<file path="src/rtl/lcd_pkg.sv">
// Shared types and HD44780 command constants for the 16x2 LCD text driver.
package lcd_pkg;

  typedef enum logic [2:0] {
    StPwrup, StInit, StCfg, StFrame, StAddrA, StRowA, StAddrB, StRowB
  } lcd_state_e;

  typedef enum logic [1:0] {PhIssue, PhStrobe, PhWait} lcd_phase_e;

  localparam logic [7:0] LCD_FUNC_4B2L = 8'h28;
  localparam logic [7:0] LCD_ENTRY_INC = 8'h06;
  localparam logic [7:0] LCD_DISP_ON   = 8'h0C;
  localparam logic [7:0] LCD_CLEAR     = 8'h01;
  localparam logic [7:0] LCD_ADDR_L1   = 8'h80;
  localparam logic [7:0] LCD_ADDR_L2   = 8'hC0;

  localparam logic [3:0] INIT_NIB_8BIT = 4'h3;
  localparam logic [3:0] INIT_NIB_4BIT = 4'h2;

  // Configuration byte sent at each step of the config phase.
  function automatic logic [7:0] cfg_byte(input logic [1:0] step);
    logic [7:0] b;
    b = LCD_CLEAR;
    case (step)
      2'd0:    b = LCD_FUNC_4B2L;
      2'd1:    b = LCD_ENTRY_INC;
      2'd2:    b = LCD_DISP_ON;
      default: b = LCD_CLEAR;
    endcase
    return b;
  endfunction

endpackage

</file>
<file path="src/rtl/lcd_text_driver_if.sv">
// Write-only 4-bit HD44780 bus between the text driver and the panel.
interface lcd_text_driver_if;
  logic       LCD_E;
  logic       LCD_RS;
  logic       LCD_RW;
  logic [3:0] LCD_D;

  modport master (output LCD_E, output LCD_RS, output LCD_RW, output LCD_D);
  modport slave  (input LCD_E, input LCD_RS, input LCD_RW, input LCD_D);
endinterface

</file>
<file path="src/rtl/lcd_nibble_strobe.sv">
// Drives one nibble onto the LCD bus: setup with E low, fixed-width E pulse, one hold cycle.
module lcd_nibble_strobe #(
  parameter int unsigned SETUP_CYC  = 4,
  parameter int unsigned E_HIGH_CYC = 24
) (
  input  logic       clk,
  input  logic       reset,
  input  logic       go_i,
  input  logic       rs_i,
  input  logic [3:0] nib_i,
  output logic       e_o,
  output logic       rs_o,
  output logic [3:0] d_o,
  output logic       done_o
);

  localparam int unsigned MaxCyc = (SETUP_CYC > E_HIGH_CYC) ? SETUP_CYC : E_HIGH_CYC;
  localparam int unsigned CntW   = $clog2(MaxCyc + 1);

  typedef enum logic [1:0] {StIdle, StSetup, StHigh, StHold} strobe_state_e;

  strobe_state_e   state_q, state_d;
  logic [CntW-1:0] cnt_q, cnt_d;
  logic            rs_q, rs_d;
  logic [3:0]      d_q, d_d;

  always_comb begin
    state_d = state_q;
    cnt_d   = cnt_q;
    rs_d    = rs_q;
    d_d     = d_q;
    unique case (state_q)
      StIdle: begin
        if (go_i) begin
          state_d = StSetup;
          cnt_d   = '0;
          rs_d    = rs_i;
          d_d     = nib_i;
        end
      end
      StSetup: begin
        if (cnt_q == CntW'(SETUP_CYC - 1)) begin
          state_d = StHigh;
          cnt_d   = '0;
        end else begin
          cnt_d = cnt_q + CntW'(1);
        end
      end
      StHigh: begin
        if (cnt_q == CntW'(E_HIGH_CYC - 1)) begin
          state_d = StHold;
          cnt_d   = '0;
        end else begin
          cnt_d = cnt_q + CntW'(1);
        end
      end
      StHold:  state_d = StIdle;
      default: state_d = StIdle;
    endcase
  end

  always_ff @(posedge clk) begin
    if (reset) begin
      state_q <= StIdle;
      cnt_q   <= '0;
      rs_q    <= 1'b0;
      d_q     <= 4'h0;
    end else begin
      state_q <= state_d;
      cnt_q   <= cnt_d;
      rs_q    <= rs_d;
      d_q     <= d_d;
    end
  end

  // RS/D stay registered past E falling, so the hold cycle comes for free.
  assign e_o    = (state_q == StHigh);
  assign done_o = (state_q == StHold);
  assign rs_o   = rs_q;
  assign d_o    = d_q;

endmodule

</file>
<file path="src/rtl/lcd_text_driver.sv">
// 16x2 HD44780 text driver: power-up init, config, then continuous two-row refresh in 4-bit mode.
module lcd_text_driver
  import lcd_pkg::*;
#(
  parameter int unsigned PWRUP_CYC   = 2_000_000,
  parameter int unsigned INIT1_CYC   = 410_000,
  parameter int unsigned INIT2_CYC   = 10_000,
  parameter int unsigned SETUP_CYC   = 4,
  parameter int unsigned E_HIGH_CYC  = 24,
  parameter int unsigned NIB_GAP_CYC = 100,
  parameter int unsigned CMD_CYC     = 4_000,
  parameter int unsigned CLEAR_CYC   = 164_000
) (
  input  logic               clk,
  input  logic               reset,
  input  logic [127:0]       row_A,
  input  logic [127:0]       row_B,
  lcd_text_driver_if.master  lcd,
  output logic               ready
);

  localparam int unsigned WaitW = $clog2(PWRUP_CYC + 1);

  lcd_state_e       state_q, state_d;
  lcd_phase_e       phase_q, phase_d;
  logic [WaitW-1:0] wait_q, wait_d;
  logic [1:0]       step_q, step_d;
  logic [3:0]       idx_q, idx_d;
  logic             hi_q, hi_d;
  logic             ready_q, ready_d;
  logic [127:0]     shadow_a_q, shadow_a_d;
  logic [127:0]     shadow_b_q, shadow_b_d;

  logic [7:0]       cur_byte;
  logic             cur_rs;
  logic [3:0]       cur_nib;
  logic [WaitW-1:0] wait_len;
  logic             go;
  logic             strobe_done;
  logic             strobe_e;
  logic             strobe_rs;
  logic [3:0]       strobe_d;

  // What goes on the bus next, and how long to wait once it has been strobed.
  always_comb begin
    cur_byte = 8'h00;
    cur_rs   = 1'b0;
    case (state_q)
      StCfg:   cur_byte = cfg_byte(step_q);
      StAddrA: cur_byte = LCD_ADDR_L1;
      StAddrB: cur_byte = LCD_ADDR_L2;
      StRowA: begin
        cur_byte = shadow_a_q[{~idx_q, 3'b000} +: 8];
        cur_rs   = 1'b1;
      end
      StRowB: begin
        cur_byte = shadow_b_q[{~idx_q, 3'b000} +: 8];
        cur_rs   = 1'b1;
      end
      default: ;
    endcase

    if (state_q == StInit) begin
      cur_nib = (step_q == 2'd3) ? INIT_NIB_4BIT : INIT_NIB_8BIT;
    end else begin
      cur_nib = hi_q ? cur_byte[7:4] : cur_byte[3:0];
    end

    wait_len = WaitW'(CMD_CYC);
    case (state_q)
      StPwrup: wait_len = WaitW'(PWRUP_CYC);
      StInit: begin
        if (step_q == 2'd0)      wait_len = WaitW'(INIT1_CYC);
        else if (step_q == 2'd1) wait_len = WaitW'(INIT2_CYC);
      end
      default: begin
        if (hi_q)                                      wait_len = WaitW'(NIB_GAP_CYC);
        else if (state_q == StCfg && step_q == 2'd3)   wait_len = WaitW'(CLEAR_CYC);
      end
    endcase
  end

  always_comb begin
    state_d    = state_q;
    phase_d    = phase_q;
    wait_d     = wait_q;
    step_d     = step_q;
    idx_d      = idx_q;
    hi_d       = hi_q;
    ready_d    = ready_q;
    shadow_a_d = shadow_a_q;
    shadow_b_d = shadow_b_q;
    go         = 1'b0;

    if (state_q == StFrame) begin
      // Snapshot both rows so a whole frame comes from one consistent image.
      shadow_a_d = row_A;
      shadow_b_d = row_B;
      state_d    = StAddrA;
      phase_d    = PhIssue;
      hi_d       = 1'b1;
      idx_d      = 4'd0;
    end else begin
      case (phase_q)
        PhIssue: begin
          go      = 1'b1;
          phase_d = PhStrobe;
        end
        PhStrobe: begin
          if (strobe_done) begin
            phase_d = PhWait;
            wait_d  = '0;
          end
        end
        PhWait: begin
          if (wait_q == wait_len - WaitW'(1)) begin
            wait_d  = '0;
            phase_d = PhIssue;
            case (state_q)
              StPwrup: begin
                state_d = StInit;
                step_d  = 2'd0;
              end
              StInit: begin
                if (step_q == 2'd3) begin
                  state_d = StCfg;
                  step_d  = 2'd0;
                  hi_d    = 1'b1;
                end else begin
                  step_d = step_q + 2'd1;
                end
              end
              default: begin
                if (hi_q) begin
                  hi_d = 1'b0;
                end else begin
                  hi_d = 1'b1;
                  case (state_q)
                    StCfg: begin
                      if (step_q == 2'd3) begin
                        state_d = StFrame;
                        ready_d = 1'b1;
                        step_d  = 2'd0;
                      end else begin
                        step_d = step_q + 2'd1;
                      end
                    end
                    StAddrA: state_d = StRowA;
                    StAddrB: state_d = StRowB;
                    StRowA: begin
                      idx_d = idx_q + 4'd1;
                      if (idx_q == 4'd15) state_d = StAddrB;
                    end
                    StRowB: begin
                      idx_d = idx_q + 4'd1;
                      if (idx_q == 4'd15) state_d = StFrame;
                    end
                    default: ;
                  endcase
                end
              end
            endcase
          end else begin
            wait_d = wait_q + WaitW'(1);
          end
        end
        default: phase_d = PhWait;
      endcase
    end
  end

  always_ff @(posedge clk) begin
    if (reset) begin
      state_q    <= StPwrup;
      phase_q    <= PhWait;
      wait_q     <= '0;
      step_q     <= 2'd0;
      idx_q      <= 4'd0;
      hi_q       <= 1'b1;
      ready_q    <= 1'b0;
      shadow_a_q <= '0;
      shadow_b_q <= '0;
    end else begin
      state_q    <= state_d;
      phase_q    <= phase_d;
      wait_q     <= wait_d;
      step_q     <= step_d;
      idx_q      <= idx_d;
      hi_q       <= hi_d;
      ready_q    <= ready_d;
      shadow_a_q <= shadow_a_d;
      shadow_b_q <= shadow_b_d;
    end
  end

  lcd_nibble_strobe #(
    .SETUP_CYC  (SETUP_CYC),
    .E_HIGH_CYC (E_HIGH_CYC)
  ) u_strobe (
    .clk    (clk),
    .reset  (reset),
    .go_i   (go),
    .rs_i   (cur_rs),
    .nib_i  (cur_nib),
    .e_o    (strobe_e),
    .rs_o   (strobe_rs),
    .d_o    (strobe_d),
    .done_o (strobe_done)
  );

  assign lcd.LCD_E  = strobe_e;
  assign lcd.LCD_RS = strobe_rs;
  assign lcd.LCD_D  = strobe_d;
  assign lcd.LCD_RW = 1'b0;
  assign ready      = ready_q;

endmodule
</file>
<file path="src/flat_wrapper.sv">
// flat-port wrapper written by rule: the top's interface ports become plain ports
module lcd_text_driver_flat import lcd_pkg::*;
#(
  parameter int unsigned PWRUP_CYC   = 2_000_000,
  parameter int unsigned INIT1_CYC   = 410_000,
  parameter int unsigned INIT2_CYC   = 10_000,
  parameter int unsigned SETUP_CYC   = 4,
  parameter int unsigned E_HIGH_CYC  = 24,
  parameter int unsigned NIB_GAP_CYC = 100,
  parameter int unsigned CMD_CYC     = 4_000,
  parameter int unsigned CLEAR_CYC   = 164_000
)
  (clk, reset, row_A, row_B, ready, lcd_LCD_E, lcd_LCD_RS, lcd_LCD_RW, lcd_LCD_D);
  lcd_text_driver_if lcd_i ();
  input  logic clk;
  input  logic reset;
  input  logic [127:0] row_A;
  input  logic [127:0] row_B;
  output logic ready;
  output wire logic [$bits(lcd_i.LCD_E)-1:0] lcd_LCD_E;
  output wire logic [$bits(lcd_i.LCD_RS)-1:0] lcd_LCD_RS;
  output wire logic [$bits(lcd_i.LCD_RW)-1:0] lcd_LCD_RW;
  output wire logic [$bits(lcd_i.LCD_D)-1:0] lcd_LCD_D;
  assign lcd_LCD_E = lcd_i.LCD_E;
  assign lcd_LCD_RS = lcd_i.LCD_RS;
  assign lcd_LCD_RW = lcd_i.LCD_RW;
  assign lcd_LCD_D = lcd_i.LCD_D;
  lcd_text_driver #(.PWRUP_CYC(PWRUP_CYC), .INIT1_CYC(INIT1_CYC), .INIT2_CYC(INIT2_CYC), .SETUP_CYC(SETUP_CYC), .E_HIGH_CYC(E_HIGH_CYC), .NIB_GAP_CYC(NIB_GAP_CYC), .CMD_CYC(CMD_CYC), .CLEAR_CYC(CLEAR_CYC)) u_core (.clk(clk), .reset(reset), .row_A(row_A), .row_B(row_B), .lcd(lcd_i), .ready(ready));
endmodule
</file>
<file path="config.mk">
export PLATFORM = sky130hd
export DESIGN_NAME = lcd_text_driver_flat
export DESIGN_NICKNAME = d
export VERILOG_FILES = /design/src/rtl/lcd_pkg.sv /design/src/rtl/lcd_text_driver_if.sv /design/src/rtl/lcd_nibble_strobe.sv /design/src/rtl/lcd_text_driver.sv /design/src/flat_wrapper.sv
export SDC_FILE = /design/constraint.sdc
export NUM_CORES = 1
export LEC_CHECK = 0
export CORE_UTILIZATION = 49
export CTS_BUF_LIST = sky130_fd_sc_hd__clkbuf_4
export DETAILED_ROUTE_END_ITERATION = 6
export PLACE_DENSITY = 0.79
export SLEW_MARGIN = 20
export SYNTH_ARGS = -nofsm -noshare
export SYNTH_HDL_FRONTEND = slang
export SYNTH_SLANG_ARGS = --single-unit
</file>
<file path="constraint.sdc">
create_clock -name clk -period 3 [get_ports clk]
set_input_delay 0.45 -clock clk [delete_from_list [all_inputs] [get_ports clk]]
set_output_delay 0.45 -clock clk [all_outputs]
set_load 0.02 [all_outputs]
</file>
# ---- Word-level counts from Yosys, hierarchy flattened
# Cells that the tools add are included.
dict set report word_totals {
  ff_bits 302
  word_cells 135
}
dict set report op_classes {
  addsub 5
  n_eq_ne 36
  shifts 2
  muxes 45
  bitwise_logic 5
  reduce_logical 27
}
# op n
set ops {}
lappend ops {{$shiftx 128x8->8} 2}
lappend ops {{$mux 21} 4}
lappend ops {{$pmux 21 s2} 2}
lappend ops {{$pmux 8 s5} 1}
lappend ops {{$mux 3} 8}
lappend ops {{$add 21x1->21 const B} 1}
lappend ops {{$eq 21x21->1} 1}
lappend ops {{$sub 21x1->21 const B} 1}
lappend ops {{$mux 18} 1}
lappend ops {{$mux 2} 9}
lappend ops {{$pmux 6 s3} 1}
lappend ops {{$reduce_and 8->1} 2}
lappend ops {{$mux 5} 3}
lappend ops {{$pmux 3 s5} 1}
lappend ops {{$pmux 5 s3} 1}
lappend ops {{$mux 14} 1}
lappend ops {{$eq 3x3->1 const B} 4}
lappend ops {{$eq 2x2->1 const B} 5}
lappend ops {{$reduce_and 5->1} 2}
lappend ops {{$ne 3x3->1 const B} 3}
lappend ops {{$mux 4} 2}
lappend ops {{$ne 2x1->1 const B} 4}
lappend ops {{$ne 4x4->1 const B} 2}
lappend ops {{$pmux 2 s4} 1}
lappend ops {{34 further kinds} 58}

# ---- Depth between registers and ports, before layout
# Gate-level depths: netlist of the first run.
dict set report depth {
  depth_word 10
  mapped_depth 12
}

# ---- Modules after synthesis
# From an unflattened synthesis of the first run, not the netlist that was laid out.
dict set report hier_totals {
  hier_cells 1764
  area_unflattened_um2 13838.3
}
# module instances cells_per_inst area_each_um2
set by_module_without_submodules {}
lappend by_module_without_submodules {lcd_text_driver 1 1685 13161.4}
lappend by_module_without_submodules {lcd_nibble_strobe 1 79 676.9}

# ---- Worst setup path before layout of the first run
# No wires, ideal clock.
dict set report synth_timing {
  path_kind {register to register}
  start {register u_core.step_q[0]}
  end {register u_core.idx_q[3]}
  arrival_ns 2.709
  required_time_ns 2.929
  setup_slack_ns 0.220
  path_stages_with_launch 9
  path_buffers 0
  path_cell_list {dfxtp_1 > ha_1 > or4b_4 > and3_1 > or4_4 > a22oi_2 > nand3_2 > or4_1 > a21oi_1}
}
dict set report synth_between {
  elab_chain_len 8
}
# item line
set synth_lines {}
lappend synth_lines {{from (decl)} lcd_text_driver.sv:27} ;# logic [1:0] step_q, step_d;
lappend synth_lines {{from (signal assigned)} lcd_text_driver.sv:187} ;# step_q <= step_d;
lappend synth_lines {{$eq 2x2->1} lcd_text_driver.sv:78} ;# else if (state_q == StCfg && step_q == 2'd3) wait_len = WaitW'(CLEAR_CYC);
lappend synth_lines {{$logic_and 1x1->1} lcd_text_driver.sv:78}
lappend synth_lines {{$mux 18} lcd_text_driver.sv:78}
lappend synth_lines {{$mux 21} lcd_text_driver.sv:77} ;# if (hi_q) wait_len = WaitW'(NIB_GAP_CYC);
lappend synth_lines {{$pmux 21 s2 (*)} lcd_text_driver.sv:70} ;# case (state_q)
lappend synth_lines {{$sub 21x1->21 (*)} lcd_text_driver.sv:116} ;# if (wait_q == wait_len - WaitW'(1)) begin
lappend synth_lines {{$eq 21x21->1 (*)} lcd_text_driver.sv:116}
lappend synth_lines {{$reduce_and 5->1 (no line) (*)} -}
lappend synth_lines {{to (signal assigned)} lcd_text_driver.sv:188} ;# idx_q <= idx_d;
lappend synth_lines {{to (decl)} lcd_text_driver.sv:28} ;# logic [3:0] idx_q, idx_d;
# Mark *: on every way between the ends. The rest lies on a longest branch, timed or not.
# A chain may end at the register's enable or synchronous reset.

# ---- Final worst setup path of the first run
dict set report layout_timing {
  start {register u_core.step_q[1]}
  end {register u_core.idx_q[3]}
}
# Same word-level chain as after synthesis.

==> impl_metrics.prom, run 1 <==
# TYPE chip_impl_metric gauge
chip_impl_metric{name="yosys_register_bits",unit=""} 302
chip_impl_metric{name="finalWorstSetupSlack",unit="ns"} 0.112
chip_impl_metric{name="utilization_after_layout",unit=""} 0.651
chip_impl_metric{name="drt-total-wl",unit="um"} 41800
chip_impl_metric{name="drt_drc_violations_left",unit=""} 0
chip_impl_metric{name="design.die.area",unit="mm^2"} 0.0286
chip_impl_metric{name="grt_use_total",unit=""} 0.291
chip_impl_metric{name="synthArstFlopShare",unit=""} 0
chip_impl_metric{name="power_frac_seq",unit=""} 0.511
chip_impl_metric{name="cts_made_buffers",unit=""} 77
chip_impl_metric{name="clk_pin_slew",unit="ns"} 0.07
chip_impl_info{name="clockRootBuffer",value="clkbuf_4"} 1
chip_impl_metric{name="p_sw",unit="mW"} 1.88
chip_impl_info{name="hp-class",value="in -> reg"} 1
chip_impl_metric{name="syn_nets",unit=""} 1977
chip_impl_metric{name="floorplan.rows",unit=""} 60
chip_impl_metric{name="cts_htree_levels",unit=""} 3
chip_impl_metric{name="placement_stage_cell_area",unit="mm^2"} 0.0168
chip_impl_metric{name="fin_crit_sh",unit=""} 0.963
chip_impl_metric{name="clock-skew-final",unit="ns"} 0.0334
chip_impl_metric{name="seq_area_frac_synth",unit=""} 0.442
chip_impl_info{name="ys_dominant_reg_cell",value="dfxtp_1"} 1
chip_impl_metric{name="total_leakage_power",unit="nW"} 5.92
chip_impl_metric{name="tightest_slew",unit="ns"} 1.05
chip_impl_metric{name="final_area",unit="mm^2"} 0.0177
chip_impl_metric{name="period_needed",unit="ns"} 2.89
chip_impl_metric{name="route.detailed.wl_per_inst",unit="um"} 17.5
chip_impl_metric{name="antenna_violations_before_repair",unit=""} 1
chip_impl_metric{name="port_buffers",unit=""} 264
chip_impl_metric{name="finalSetupViolations",unit=""} 0
chip_impl_metric{name="p_clk_frac",unit=""} 0.419
chip_impl_metric{name="drt.antenna.violating_nets",unit=""} 0
chip_impl_metric{name="start_util",unit=""} 0.503
chip_impl_metric{name="drt_iter0_markers",unit=""} 1229
chip_impl_metric{name="io_pins",unit=""} 266
chip_impl_metric{name="drv.max_cap_violation_count",unit=""} 0
chip_impl_metric{name="total_number_of_nets_in_the_final_design",unit=""} 2246
chip_impl_metric{name="via_density_per_instance",unit=""} 5.55
chip_impl_info{name="unrepaired_setup_endpoints_after_global_routing",value="no"} 1
chip_impl_metric{name="grt_first_pass_wirelength",unit="um"} 64900
chip_impl_metric{name="report.final.hold_viol_count",unit=""} 0
chip_impl_metric{name="pwr_density_cell",unit="mW/mm^2"} 445
chip_impl_info{name="setup.worst_path.class",value="reg -> reg"} 1
chip_impl_metric{name="met1_track_demand_over_resource_in_global_routing",unit=""} 0.364
chip_impl_metric{name="cp.required",unit="ns"} 3.62
chip_impl_metric{name="syn-mean-instance-area",unit="um^2"} 8.00
chip_impl_metric{name="synthCells",unit=""} 1708
chip_impl_metric{name="hpwlAfterDp",unit="um"} 29800
chip_impl_info{name="tritoncts",value="yes"} 1
chip_impl_metric{name="internal-power",unit="mW"} 6.00
chip_impl_metric{name="worst_slew_slack_as_a_fraction_of_its_limit",unit=""} 0.299
chip_impl_metric{name="syn_area",unit="mm^2"} 0.0137
chip_impl_metric{name="global_route.usage.met3",unit=""} 0.0615
chip_impl_metric{name="drive_gt1_frac",unit=""} 0.121
chip_impl_info{name="top_usage_layer",value="met2"} 1
chip_impl_metric{name="routabilityCongestion",unit=""} 0.897
chip_impl_metric{name="via_count",unit=""} 13300
chip_impl_metric{name="grt_start_max_net_pins",unit=""} 151
chip_impl_metric{name="synth_edf_count",unit=""} 0
chip_impl_metric{name="yosys_warnings",unit=""} 0
chip_impl_metric{name="fmax",unit="MHz"} 346
chip_impl_metric{name="switching_share",unit=""} 0.238
chip_impl_metric{name="power.share.combinational",unit=""} 0.070
chip_impl_metric{name="critical_path_arrival",unit="ns"} 3.51
chip_impl_metric{name="placement.setup.worst_slack",unit="ns"} 0.125
chip_impl_metric{name="nFillCells",unit=""} 2318
chip_impl_metric{name="cp_max_fo",unit=""} 11
chip_impl_metric{name="overall_die_width",unit="um"} 169
chip_impl_metric{name="total_neg_setup_slack",unit="ns"} 0
chip_impl_metric{name="number_of_slew_limit_violations_in_the_final_report",unit=""} 0
chip_impl_info{name="startpoint_type",value="flop"} 1
chip_impl_metric{name="synth_cell_type_count",unit=""} 73
chip_impl_metric{name="synth_to_final_area_change",unit="%"} 29.4
chip_impl_metric{name="grt.overflow.total",unit=""} 0
chip_impl_metric{name="irDropWorstVdd",unit="V"} 0.000254
chip_impl_metric{name="use_met2",unit=""} 0.474
chip_impl_metric{name="clock-sinks",unit=""} 302
chip_impl_info{name="outcome",value="finished clean"} 1
chip_impl_metric{name="clk_latency",unit="ns"} 0.70
chip_impl_info{name="critical_path.endpoint_type",value="flop"} 1
chip_impl_metric{name="tritonroute_pass_1_iters",unit=""} 5
chip_impl_metric{name="first_global_vias",unit=""} 12500
chip_impl_metric{name="max-clock-path-buffers",unit=""} 3
chip_impl_metric{name="die_h",unit="um"} 169
chip_impl_metric{name="placeableCoreArea",unit="mm^2"} 0.0272
==> layer usage <==
metal  up-vias  wire length [um]
li1       6362                 -
met1      6226             17000
met2       571             20000
met3       112              2960
met4         0              1850
met5         -                 0
==> logic make-up (layout without fill, tap and decap cells) <==
| group | Yosys count | after routing | share of synthesized area |
|---|---|---|---|
| flip-flops | 302 | 302 | 0.442 |
| multiplexers | 70 | 70 | 0.0990 |
| buffers and inverters | 147 | 457 | 0.0430 |
| AO/OA/AOI/OAI | 362 | 362 | 0.147 |
| AND/OR/NAND/NOR | 793 | 793 | 0.244 |
| adder cells (fa/ha/maj) | 11 | 11 | 0.0101 |
| XOR/XNOR | 22 | 22 | 0.0141 |
| other | 1 | 2 | 0.000274 |
==> final timing paths <==
path,start,endpoint,slack (ns),depth (start not counted)
worst max-delay path,u_core.step_q[1]$_SDFFE_PP0P_,u_core.idx_q[3]$_SDFFE_PP0P_,0.11,9
worst min-delay path,row_B[100],u_core.shadow_b_q[100]$_SDFFE_PP0P_,0.29,3
worst max register to register,u_core.step_q[1]$_SDFFE_PP0P_,u_core.idx_q[3]$_SDFFE_PP0P_,0.11,9
worst min register to register,u_core.shadow_b_q[85]$_SDFFE_PP0P_,u_core.shadow_b_q[85]$_SDFFE_PP0P_,0.45,2
==> state kept, by name, summed over array words and instances (netlist names) <==
| name | flops |
|---|---|
| u_core.shadow_a_q | 128 |
| u_core.shadow_b_q | 128 |
| u_core.wait_q | 21 |
| u_core.u_strobe.cnt_q | 5 |
| u_core.idx_q | 4 |
| u_core.u_strobe.d_o | 4 |
| u_core.state_q | 3 |
| u_core.phase_q | 2 |
| u_core.step_q | 2 |
| u_core.u_strobe.state_q | 2 |
| u_core.hi_q | 1 |
| u_core.ready | 1 |
| u_core.u_strobe.rs_o | 1 |
==> cells in the final DEF (no fill, tap or decap), types with 16 or more instances in the layout <==
cell type        instances
clkdlybuf4s50_1        263
a21oi_1                285
dfxtp_1                300
clkbuf_4               100
buf_4                   49
nand2_1                592
o21ai_0                 17
mux4_2                  52
inv_1                   16
nand3_1                 42
nor2_1                  58
mux2i_1                 16
==> per-stage QoR <==
stage | hold slack, ns | std cells | power (mW)
2_1_floorplan | 0.433 | 1708 | 4.27
3_3_place_gp | 0.439 | 2270 | 4.66
3_5_place_dp | 0.445 | 2270 | 4.67
4_1_cts | 0.257 | 2390 | 7.94
5_1_grt | 0.278 | 2391 | 8.19
6_report | 0.295 | 2391 | 7.88
==> cell type report <==
class                   instances  area [um^2]  share of cell area
diodes                          1         2.50            0.000141
clock buffers                 100          751              0.0424
clock inverters                20          128             0.00721
inverters                      16         60.1             0.00339
multi-input cells            1259         7070               0.400
flip-flops and latches        302         6050               0.342
well taps                     372          465              0.0263
repair buffers                321         3170               0.179
==> what timing repair did <==
action | in CTS | in global routing
endpoints found under the setup margin | 0 | 3
buffers inserted | 0 | 0
hold buffers | 0 | 0
resized for setup | 0 | 6
==> cell usage after synthesis, types with 11 or more instances <==
cell	number	share of area
mux2i_1	16	0.012
clkbuf_1	107	0.029
nor2_1	58	0.016
dfxtp_1	302	0.44
nor3_1	11	0.0040
nand2_1	592	0.16
a21oi_1	286	0.10
nand3_1	43	0.016
ha_1	11	0.010
buf_2	14	0.0051
inv_1	16	0.0044
xor2_1	14	0.0090
mux4_2	52	0.086
o21ai_0	17	0.0062
and3_1	15	0.0069
nand4_1	12	0.0055
==> power by group through the flow <==
stage          Sequential (mW)  Combinational [mW]  Clock (mW)
2_1_floorplan             4.12               0.149           0
3_3_place_gp              4.12               0.546           0
3_5_place_dp              4.12               0.548           0
4_1_cts                   4.03               0.551        3.36
5_1_grt                   4.03               0.591        3.58
6_report                  4.03               0.555        3.30
==> critical path, stage by stage (launching register included) <==
cell and delay (ns):
dfxtp_1 0.34, ha_2 0.19, or4b_4 0.49, and3_1 0.20, or4_4 0.47, a22oi_2 0.24, nand3_2 0.10, buf_6 0.17
or4_4 0.51, a21oi_2 0.12
No activity file was read; power rests on OpenSTA's default activity.
==> run 2: changes to the inputs <==
--- a/config.mk
+++ b/config.mk
@@ -9,6 +9,7 @@
 export CTS_BUF_LIST = sky130_fd_sc_hd__clkbuf_4
 export DETAILED_ROUTE_END_ITERATION = 6
 export PLACE_DENSITY = 0.79
+export SETUP_SLACK_MARGIN = 0.5
 export SLEW_MARGIN = 20
 export SYNTH_ARGS = -nofsm -noshare
 export SYNTH_HDL_FRONTEND = slang
==> run 2 against run 1 <==
Effect of this change: power rose by 3.7%; register-to-register slack improved by 0.11 ns; maximum frequency rose by 4.0%; non-clock buffer count rose by 22; combinational power barely moved; worst hold slack got worse by 0.0067 ns; global-route usage rose by 0.79 points; critical path type unchanged; largest cell class unchanged.
==> impl_metrics.prom, run 2 (synthesis results as in run 1) <==
# TYPE chip_impl_metric gauge
chip_impl_info{name="outcome",value="finished clean"} 1
chip_impl_metric{name="drt_drc_violations_left",unit=""} 0
chip_impl_metric{name="rr_worst_depth",unit=""} 8
chip_impl_metric{name="cts_hold_repair.buffers",unit=""} 0
chip_impl_metric{name="period_needed",unit="ns"} 2.78
chip_impl_metric{name="routabilityCongestion",unit=""} 0.911
chip_impl_metric{name="clk_pin_slew",unit="ns"} 0.06
chip_impl_metric{name="clock-skew-final",unit="ns"} 0.0379
chip_impl_info{name="setup.worst_path.class",value="reg -> reg"} 1
chip_impl_metric{name="overall_die_width",unit="um"} 169
chip_impl_metric{name="total_neg_setup_slack",unit="ns"} 0
chip_impl_metric{name="internal-power",unit="mW"} 6.26
chip_impl_metric{name="io_pins",unit=""} 266
chip_impl_info{name="reg2reg_to",value="u_core.idx_q[2]$_SDFFE_PP0P_"} 1
chip_impl_metric{name="cp.required",unit="ns"} 3.61
chip_impl_metric{name="route.detailed.wl_per_inst",unit="um"} 17.9
chip_impl_metric{name="drive_gt1_frac",unit=""} 0.146
chip_impl_metric{name="pwr_density_cell",unit="mW/mm^2"} 448
chip_impl_metric{name="power.share.combinational",unit=""} 0.068
chip_impl_info{name="cp_max_delay_cell",value="or4_4"} 1
chip_impl_metric{name="drt_iter0_markers",unit=""} 1312
chip_impl_metric{name="switching_share",unit=""} 0.234
chip_impl_metric{name="number_of_slew_limit_violations_in_the_final_report",unit=""} 0
chip_impl_metric{name="irDropWorstVdd",unit="V"} 0.000231
chip_impl_metric{name="drt.antenna.violating_nets",unit=""} 0
chip_impl_metric{name="cts_htree_levels",unit=""} 3
chip_impl_metric{name="timing.hold.ws",unit="ns"} 0.288
chip_impl_metric{name="port_buffers",unit=""} 264
chip_impl_info{name="largest_registers",value="u_core.shadow_a_q x128, u_core.shadow_b_q x128, u_core.wait_q x21"} 1
chip_impl_metric{name="worst_slew_slack_as_a_fraction_of_its_limit",unit=""} 0.265
chip_impl_metric{name="critical_path_arrival",unit="ns"} 3.39
chip_impl_metric{name="drt-total-wl",unit="um"} 43300
chip_impl_metric{name="placeableCoreArea",unit="mm^2"} 0.0272
chip_impl_metric{name="grt.overflow.total",unit=""} 0
chip_impl_metric{name="p_sw",unit="mW"} 1.91
chip_impl_metric{name="clock-sinks",unit=""} 302
chip_impl_metric{name="die_h",unit="um"} 169
chip_impl_metric{name="first_global_vias",unit=""} 13000
chip_impl_metric{name="hpwlAfterDp",unit="um"} 30100
chip_impl_info{name="crit_path_cell_trace",value="ha_4 > or4b_4 > and3_4 > or4_4 > a22oi_2 > nand3_4 > or4_4 > a21oi_2"} 1
chip_impl_metric{name="antenna_violations_before_repair",unit=""} 1
chip_impl_info{name="critical_path.endpoint_type",value="flop"} 1
chip_impl_metric{name="p_clk_frac",unit=""} 0.440
chip_impl_info{name="hp-class",value="in -> reg"} 1
chip_impl_info{name="unrepaired_setup_endpoints_after_global_routing",value="yes"} 1
chip_impl_info{name="timing.critical_path.max_delay_family",value="simple AND/OR/NAND/NOR gates"} 1
chip_impl_metric{name="grt_use_total",unit=""} 0.299
chip_impl_metric{name="fin_crit_sh",unit=""} 0.926
chip_impl_metric{name="grt_start_max_net_pins",unit=""} 149
chip_impl_metric{name="power_frac_seq",unit=""} 0.492
chip_impl_info{name="mostFrequentLayoutCell",value="nand2_1"} 1
chip_impl_info{name="commonest_cells_after_routing_fill_and_taps_aside",value="592 x nand2_1, 296 x dfxtp_1, 284 x a21oi_1, 263 x clkdlybuf4s50_1, 113 x clkbuf_4"} 1
chip_impl_metric{name="cp_num_buf_inv",unit=""} 0
chip_impl_metric{name="cts_made_buffers",unit=""} 79
chip_impl_info{name="clockRootBuffer",value="clkbuf_4"} 1
chip_impl_metric{name="max-clock-path-buffers",unit=""} 3
chip_impl_metric{name="utilization_after_layout",unit=""} 0.671
chip_impl_metric{name="clk_latency",unit="ns"} 0.71
chip_impl_metric{name="via_count",unit=""} 13500
chip_impl_metric{name="synth_to_final_area_change",unit="%"} 33.4
chip_impl_metric{name="finalSetupViolations",unit=""} 0
chip_impl_metric{name="ff2ff_setup_slack",unit="ns"} 0.22
chip_impl_info{name="worst_r2r_startpoint",value="u_core.step_q[0]$_SDFFE_PP0P_"} 1
chip_impl_info{name="startpoint_type",value="flop"} 1
chip_impl_metric{name="grt_first_pass_wirelength",unit="um"} 66800
chip_impl_metric{name="start_util",unit=""} 0.503
chip_impl_metric{name="crit_path_max_incr_delay",unit="ns"} 0.55
chip_impl_metric{name="placement.setup.worst_slack",unit="ns"} 0.0775
chip_impl_metric{name="cp_max_fo",unit=""} 6
chip_impl_info{name="min-delay-start",value="row_B[74]"} 1
chip_impl_info{name="critPathMostFrequentCell",value="or4_4"} 1
chip_impl_metric{name="floorplan.rows",unit=""} 60
chip_impl_info{name="timing.hold.worst_endpoint",value="u_core.shadow_b_q[74]$_SDFFE_PP0P_"} 1
chip_impl_metric{name="total_leakage_power",unit="nW"} 6.17
chip_impl_metric{name="tightest_slew",unit="ns"} 1.10
chip_impl_metric{name="report.final.hold_viol_count",unit=""} 0
chip_impl_metric{name="fmax",unit="MHz"} 360
chip_impl_metric{name="total_number_of_nets_in_the_final_design",unit=""} 2270
chip_impl_metric{name="hold-path-cell-count",unit=""} 3
chip_impl_metric{name="via_density_per_instance",unit=""} 5.58
chip_impl_metric{name="finalWorstSetupSlack",unit="ns"} 0.222
chip_impl_metric{name="tritonroute_pass_1_iters",unit=""} 6
chip_impl_info{name="tritoncts",value="yes"} 1
chip_impl_metric{name="drv.max_cap_violation_count",unit=""} 0
chip_impl_metric{name="design.die.area",unit="mm^2"} 0.0286
[run 2: cell count changes in the layout (fill, tap and decap cells not counted), sizes merged]
cell	previous run	this run
bufbuf	0	1
clkbuf	101	114
clkinvlp	1	3
bufinv	1	2
clkinv	17	14
buf	57	78
[run 2: tightest hold or removal path, cell delays in order]
cell and delay (ns):
clkdlybuf4s50_1 0.39, nand2_1 0.06, a21oi_1 0.05
[run 2: layout make-up]
class,instances,area (um^2)
antenna,1,2.50
clock buffer,113,848
clock inverter,20,148
fill,2188,8930
inverter,16,60.1
multi-input combinational,1259,7160
sequential,302,6070
tap,372,465
timing repair buffer,343,3490
[run 2: how the worst max path moves through the flow]
stage                                   start                           end  cells past startpoint
6_report        u_core.step_q[0]$_SDFFE_PP0P_  u_core.idx_q[2]$_SDFFE_PP0P_                      8
5_1_grt         u_core.step_q[0]$_SDFFE_PP0P_     u_core.ready$_SDFFE_PP0P_                      8
4_1_cts         u_core.step_q[0]$_SDFFE_PP0P_     u_core.ready$_SDFFE_PP0P_                      8
3_5_place_dp   u_core.state_q[2]$_SDFFE_PP0P_  u_core.idx_q[2]$_SDFFE_PP0P_                      8
3_3_place_gp   u_core.state_q[2]$_SDFFE_PP0P_  u_core.idx_q[2]$_SDFFE_PP0P_                      8
2_1_floorplan   u_core.step_q[1]$_SDFFE_PP0P_  u_core.idx_q[2]$_SDFFE_PP0P_                      8
[run 2: per-layer routing]
metal / track usage / part of all wire / vias up
met1: 0.376 / 0.40 / 6376
li1: - / - / 6428
met3: 0.0563 / 0.078 / 116
met2: 0.492 / 0.48 / 625
met4: 0.149 / 0.043 / 0
met5: 0 / 0 / -
[run 2: repair_timing]
| action | in CTS | in global routing |
|---|---|---|
| endpoints found under the setup margin | 35 | 34 |
| buffers inserted | 17 | 12 |
| gates cloned | 2 | 0 |
| resized for setup | 35 | 14 |
| pin swaps | 19 | 8 |
[run 2: power groups by stage]
| stage | clock [mW] | combinational [mW] | sequential [mW] |
|---|---|---|---|
| final | 3.60 | 0.554 | 4.02 |
| after global routing | 3.87 | 0.589 | 4.02 |
| after CTS | 3.65 | 0.549 | 4.02 |
| after detailed placement | 0 | 0.546 | 4.12 |
| after global placement | 0 | 0.545 | 4.12 |
| after floorplan | 0 | 0.151 | 4.12 |
[run 2: stage by stage]
step / power, mW / cell area, um^2 / instances
after floorplan: 4.27 / 13700 / 1708
after global placement: 4.66 / 16700 / 2261
after detailed placement: 4.66 / 16700 / 2261
after CTS: 8.23 / 18100 / 2413
after global routing: 8.48 / 18200 / 2426
final: 8.18 / 18200 / 2426
==> run 3: changes to the inputs <==
--- a/config.mk
+++ b/config.mk
@@ -5,11 +5,12 @@
 export SDC_FILE = /design/constraint.sdc
 export NUM_CORES = 1
 export LEC_CHECK = 0
+export CORE_MARGIN = 2
 export CORE_UTILIZATION = 49
 export CTS_BUF_LIST = sky130_fd_sc_hd__clkbuf_4
 export DETAILED_ROUTE_END_ITERATION = 6
 export PLACE_DENSITY = 0.79
-export SETUP_SLACK_MARGIN = 0.5
+export SETUP_SLACK_MARGIN = 0.1
 export SLEW_MARGIN = 20
 export SYNTH_ARGS = -nofsm -noshare
 export SYNTH_HDL_FRONTEND = slang
==> run 3 against run 2 <==
Effect of this change: clock power shrank 4%; power shrank 1.8%; register-to-register slack lost 0.04 ns; design area shrank 2.3%.
==> impl_metrics.prom, run 3 (synthesis results as in run 1) <==
# TYPE chip_impl_metric gauge
chip_impl_metric{name="clk_latency",unit="ns"} 0.70
chip_impl_metric{name="power_frac_seq",unit=""} 0.501
chip_impl_metric{name="io_pins",unit=""} 266
chip_impl_metric{name="fmax",unit="MHz"} 355
chip_impl_metric{name="clock-skew-final",unit="ns"} 0.0458
chip_impl_info{name="critical_path.endpoint_type",value="flop"} 1
chip_impl_metric{name="drv.max_cap_violation_count",unit=""} 0
chip_impl_info{name="tritoncts",value="yes"} 1
chip_impl_metric{name="total_neg_setup_slack",unit="ns"} 0
chip_impl_metric{name="port_buffers",unit=""} 264
chip_impl_metric{name="total_leakage_power",unit="nW"} 5.98
chip_impl_metric{name="overall_die_width",unit="um"} 171
chip_impl_metric{name="switching_share",unit=""} 0.241
chip_impl_metric{name="grt_start_max_net_pins",unit=""} 195
chip_impl_metric{name="crit_path_max_incr_delay",unit="ns"} 0.56
chip_impl_metric{name="routedLengthMet1",unit="um"} 17300
chip_impl_metric{name="route.detailed.wl_per_inst",unit="um"} 17.6
chip_impl_metric{name="floorplan.rows",unit=""} 61
chip_impl_metric{name="die_h",unit="um"} 171
chip_impl_info{name="setup.worst_path.class",value="reg -> reg"} 1
chip_impl_metric{name="via_count",unit=""} 13300
chip_impl_info{name="cp_max_delay_cell",value="or4_4"} 1
chip_impl_info{name="timing.critical_path.max_delay_family",value="simple AND/OR/NAND/NOR gates"} 1
chip_impl_metric{name="p_clk_frac",unit=""} 0.430
chip_impl_metric{name="area_of_combinational_cells_with_multiple_inputs",unit="mm^2"} 0.00709
chip_impl_metric{name="drive_gt1_frac",unit=""} 0.129
chip_impl_info{name="clockRootBuffer",value="clkbuf_4"} 1
chip_impl_metric{name="placeableCoreArea",unit="mm^2"} 0.0276
chip_impl_metric{name="antenna_violations_before_repair",unit=""} 2
chip_impl_metric{name="finalSetupViolations",unit=""} 0
chip_impl_metric{name="tightest_slew",unit="ns"} 0.841
chip_impl_info{name="mostFrequentLayoutCell",value="nand2_1"} 1
chip_impl_metric{name="tritonroute_pass_1_iters",unit=""} 5
chip_impl_metric{name="cts_made_buffers",unit=""} 80
chip_impl_metric{name="dp_cells",unit=""} 2274
chip_impl_metric{name="synth_to_final_area_change",unit="%"} 30.4
chip_impl_metric{name="grt_use_total",unit=""} 0.288
chip_impl_metric{name="irDropWorstVdd",unit="V"} 0.000255
chip_impl_metric{name="routed-wl-met3",unit="um"} 2950
chip_impl_metric{name="internal-power",unit="mW"} 6.09
chip_impl_metric{name="report.final.hold_viol_count",unit=""} 0
chip_impl_metric{name="utilization_after_layout",unit=""} 0.645
chip_impl_metric{name="start_util",unit=""} 0.495
chip_impl_metric{name="total_number_of_nets_in_the_final_design",unit=""} 2250
chip_impl_metric{name="worst_slew_slack_as_a_fraction_of_its_limit",unit=""} 0.439
chip_impl_metric{name="cts_htree_levels",unit=""} 3
chip_impl_info{name="startpoint_type",value="flop"} 1
chip_impl_metric{name="first_global_vias",unit=""} 12900
chip_impl_metric{name="fin_cells",unit=""} 2415
chip_impl_metric{name="p_sw",unit="mW"} 1.94
chip_impl_info{name="outcome",value="finished clean"} 1
chip_impl_metric{name="hpwlAfterDp",unit="um"} 30300
chip_impl_info{name="unrepaired_setup_endpoints_after_global_routing",value="yes"} 1
chip_impl_metric{name="drt_iter0_markers",unit=""} 1185
chip_impl_metric{name="critical_path_arrival",unit="ns"} 3.44
chip_impl_metric{name="max-clock-path-buffers",unit=""} 3
chip_impl_metric{name="grt.overflow.total",unit=""} 0
chip_impl_metric{name="dr_wl_met2",unit="um"} 20500
chip_impl_metric{name="drt-total-wl",unit="um"} 42500
chip_impl_metric{name="clk_pin_slew",unit="ns"} 0.07
chip_impl_metric{name="cp.required",unit="ns"} 3.62
chip_impl_metric{name="design.die.area",unit="mm^2"} 0.0293
chip_impl_info{name="crit_path_cell_trace",value="ha_2 > or4b_4 > and3_1 > or4_4 > a22oi_2 > nand3_4 > or4_4 > a21oi_2"} 1
chip_impl_metric{name="period_needed",unit="ns"} 2.82
chip_impl_metric{name="cp_max_fo",unit=""} 8
chip_impl_metric{name="clock-sinks",unit=""} 302
chip_impl_metric{name="pwr_density_cell",unit="mW/mm^2"} 451
chip_impl_metric{name="grt_first_pass_wirelength",unit="um"} 66200
chip_impl_info{name="critPathMostFrequentCell",value="or4_4"} 1
chip_impl_metric{name="via_density_per_instance",unit=""} 5.52
chip_impl_metric{name="cp_num_buf_inv",unit=""} 0
chip_impl_metric{name="drt_drc_violations_left",unit=""} 0
chip_impl_metric{name="drt.antenna.violating_nets",unit=""} 0
chip_impl_metric{name="nFillCells",unit=""} 2411
chip_impl_info{name="topRoutingLayerUsed",value="met5"} 1
chip_impl_metric{name="routabilityCongestion",unit=""} 0.861
chip_impl_metric{name="number_of_slew_limit_violations_in_the_final_report",unit=""} 0
chip_impl_info{name="largest_registers",value="u_core.shadow_a_q x128, u_core.shadow_b_q x128, u_core.wait_q x21"} 1
chip_impl_metric{name="final-seq-area",unit="mm^2"} 0.00605
chip_impl_metric{name="power.share.combinational",unit=""} 0.068
chip_impl_info{name="hp-class",value="in -> reg"} 1
chip_impl_metric{name="fin_crit_sh",unit=""} 0.940
chip_impl_info{name="commonest_cells_after_routing_fill_and_taps_aside",value="592 x nand2_1, 299 x dfxtp_1, 283 x a21oi_1, 263 x clkdlybuf4s50_1, 111 x clkbuf_4"} 1
run 3: changes by cell type in the layout (fill, tap and decap cells not counted), sizes merged:
cell and change:
clkinvlp -1, clkinv +8, clkbuf -2, bufbuf -1
buf -20, bufinv -2, inv +1
run 3: power by group through the flow:
stage | clock network [mW] | registers [mW] | logic [mW]
3_5_place_dp | 0 | 4.12 | 0.543
5_1_grt | 3.76 | 4.03 | 0.585
6_report | 3.45 | 4.03 | 0.550
2_1_floorplan | 0 | 4.12 | 0.149
3_3_place_gp | 0 | 4.12 | 0.544
4_1_cts | 3.51 | 4.03 | 0.546
run 3: layer usage:
layer | vias to the layer above | track usage
met3 | 119 | 0.0641
met5 | - | 0
met1 | 6314 | 0.364
met2 | 508 | 0.469
li1 | 6387 | -
met4 | 2 | 0.133
run 3: worst min-delay path: stages:
cell and delay [ns]:
clkdlybuf4s50_1 0.39, nand2_1 0.06, a21oi_1 0.05
run 3: what timing repair did:
item                       4_1_cts  5_1_grt
hold buffers                     0        0
setup endpoints to repair        0       10
setup buffers                    0        3
gates resized for setup          0       11
run 3: final cells by class:
class | instances | share of cell area
clock inverter | 26 | 0.00744
tap | 378 | 0.0265
inverter | 16 | 0.00337
clock buffer | 111 | 0.0467
antenna | 1 | 0.000140
timing repair buffer | 322 | 0.179
multi-input combinational | 1259 | 0.398
sequential | 302 | 0.339
run 3: metrics by stage:
| step | instance area (um^2) | setup WS [ns] | hold WS (ns) | power (mW) |
|---|---|---|---|---|
| final | 17800 | 0.180 | 0.276 | 8.03 |
| after global routing | 17800 | 0.0698 | 0.238 | 8.37 |
| after CTS | 17800 | 0.103 | 0.240 | 8.08 |
| after detailed placement | 16800 | 0.114 | 0.445 | 4.66 |
| after global placement | 16800 | 0.136 | 0.440 | 4.66 |
| after floorplan | 13700 | 0.220 | 0.433 | 4.27 |
run 3: path summary, 6_finish.rpt:
| check | cells after the start | to | from | slack, ns |
|---|---|---|---|---|
| hold reg to reg | 2 | u_core.shadow_b_q[95]$_SDFFE_PP0P_ | u_core.shadow_b_q[95]$_SDFFE_PP0P_ | 0.45 |
| setup reg to reg | 8 | u_core.idx_q[3]$_SDFFE_PP0P_ | u_core.step_q[1]$_SDFFE_PP0P_ | 0.18 |
| hold / removal | 3 | u_core.shadow_b_q[105]$_SDFFE_PP0P_ | row_B[105] | 0.28 |
| setup / recovery | 8 | u_core.idx_q[3]$_SDFFE_PP0P_ | u_core.step_q[1]$_SDFFE_PP0P_ | 0.18 |
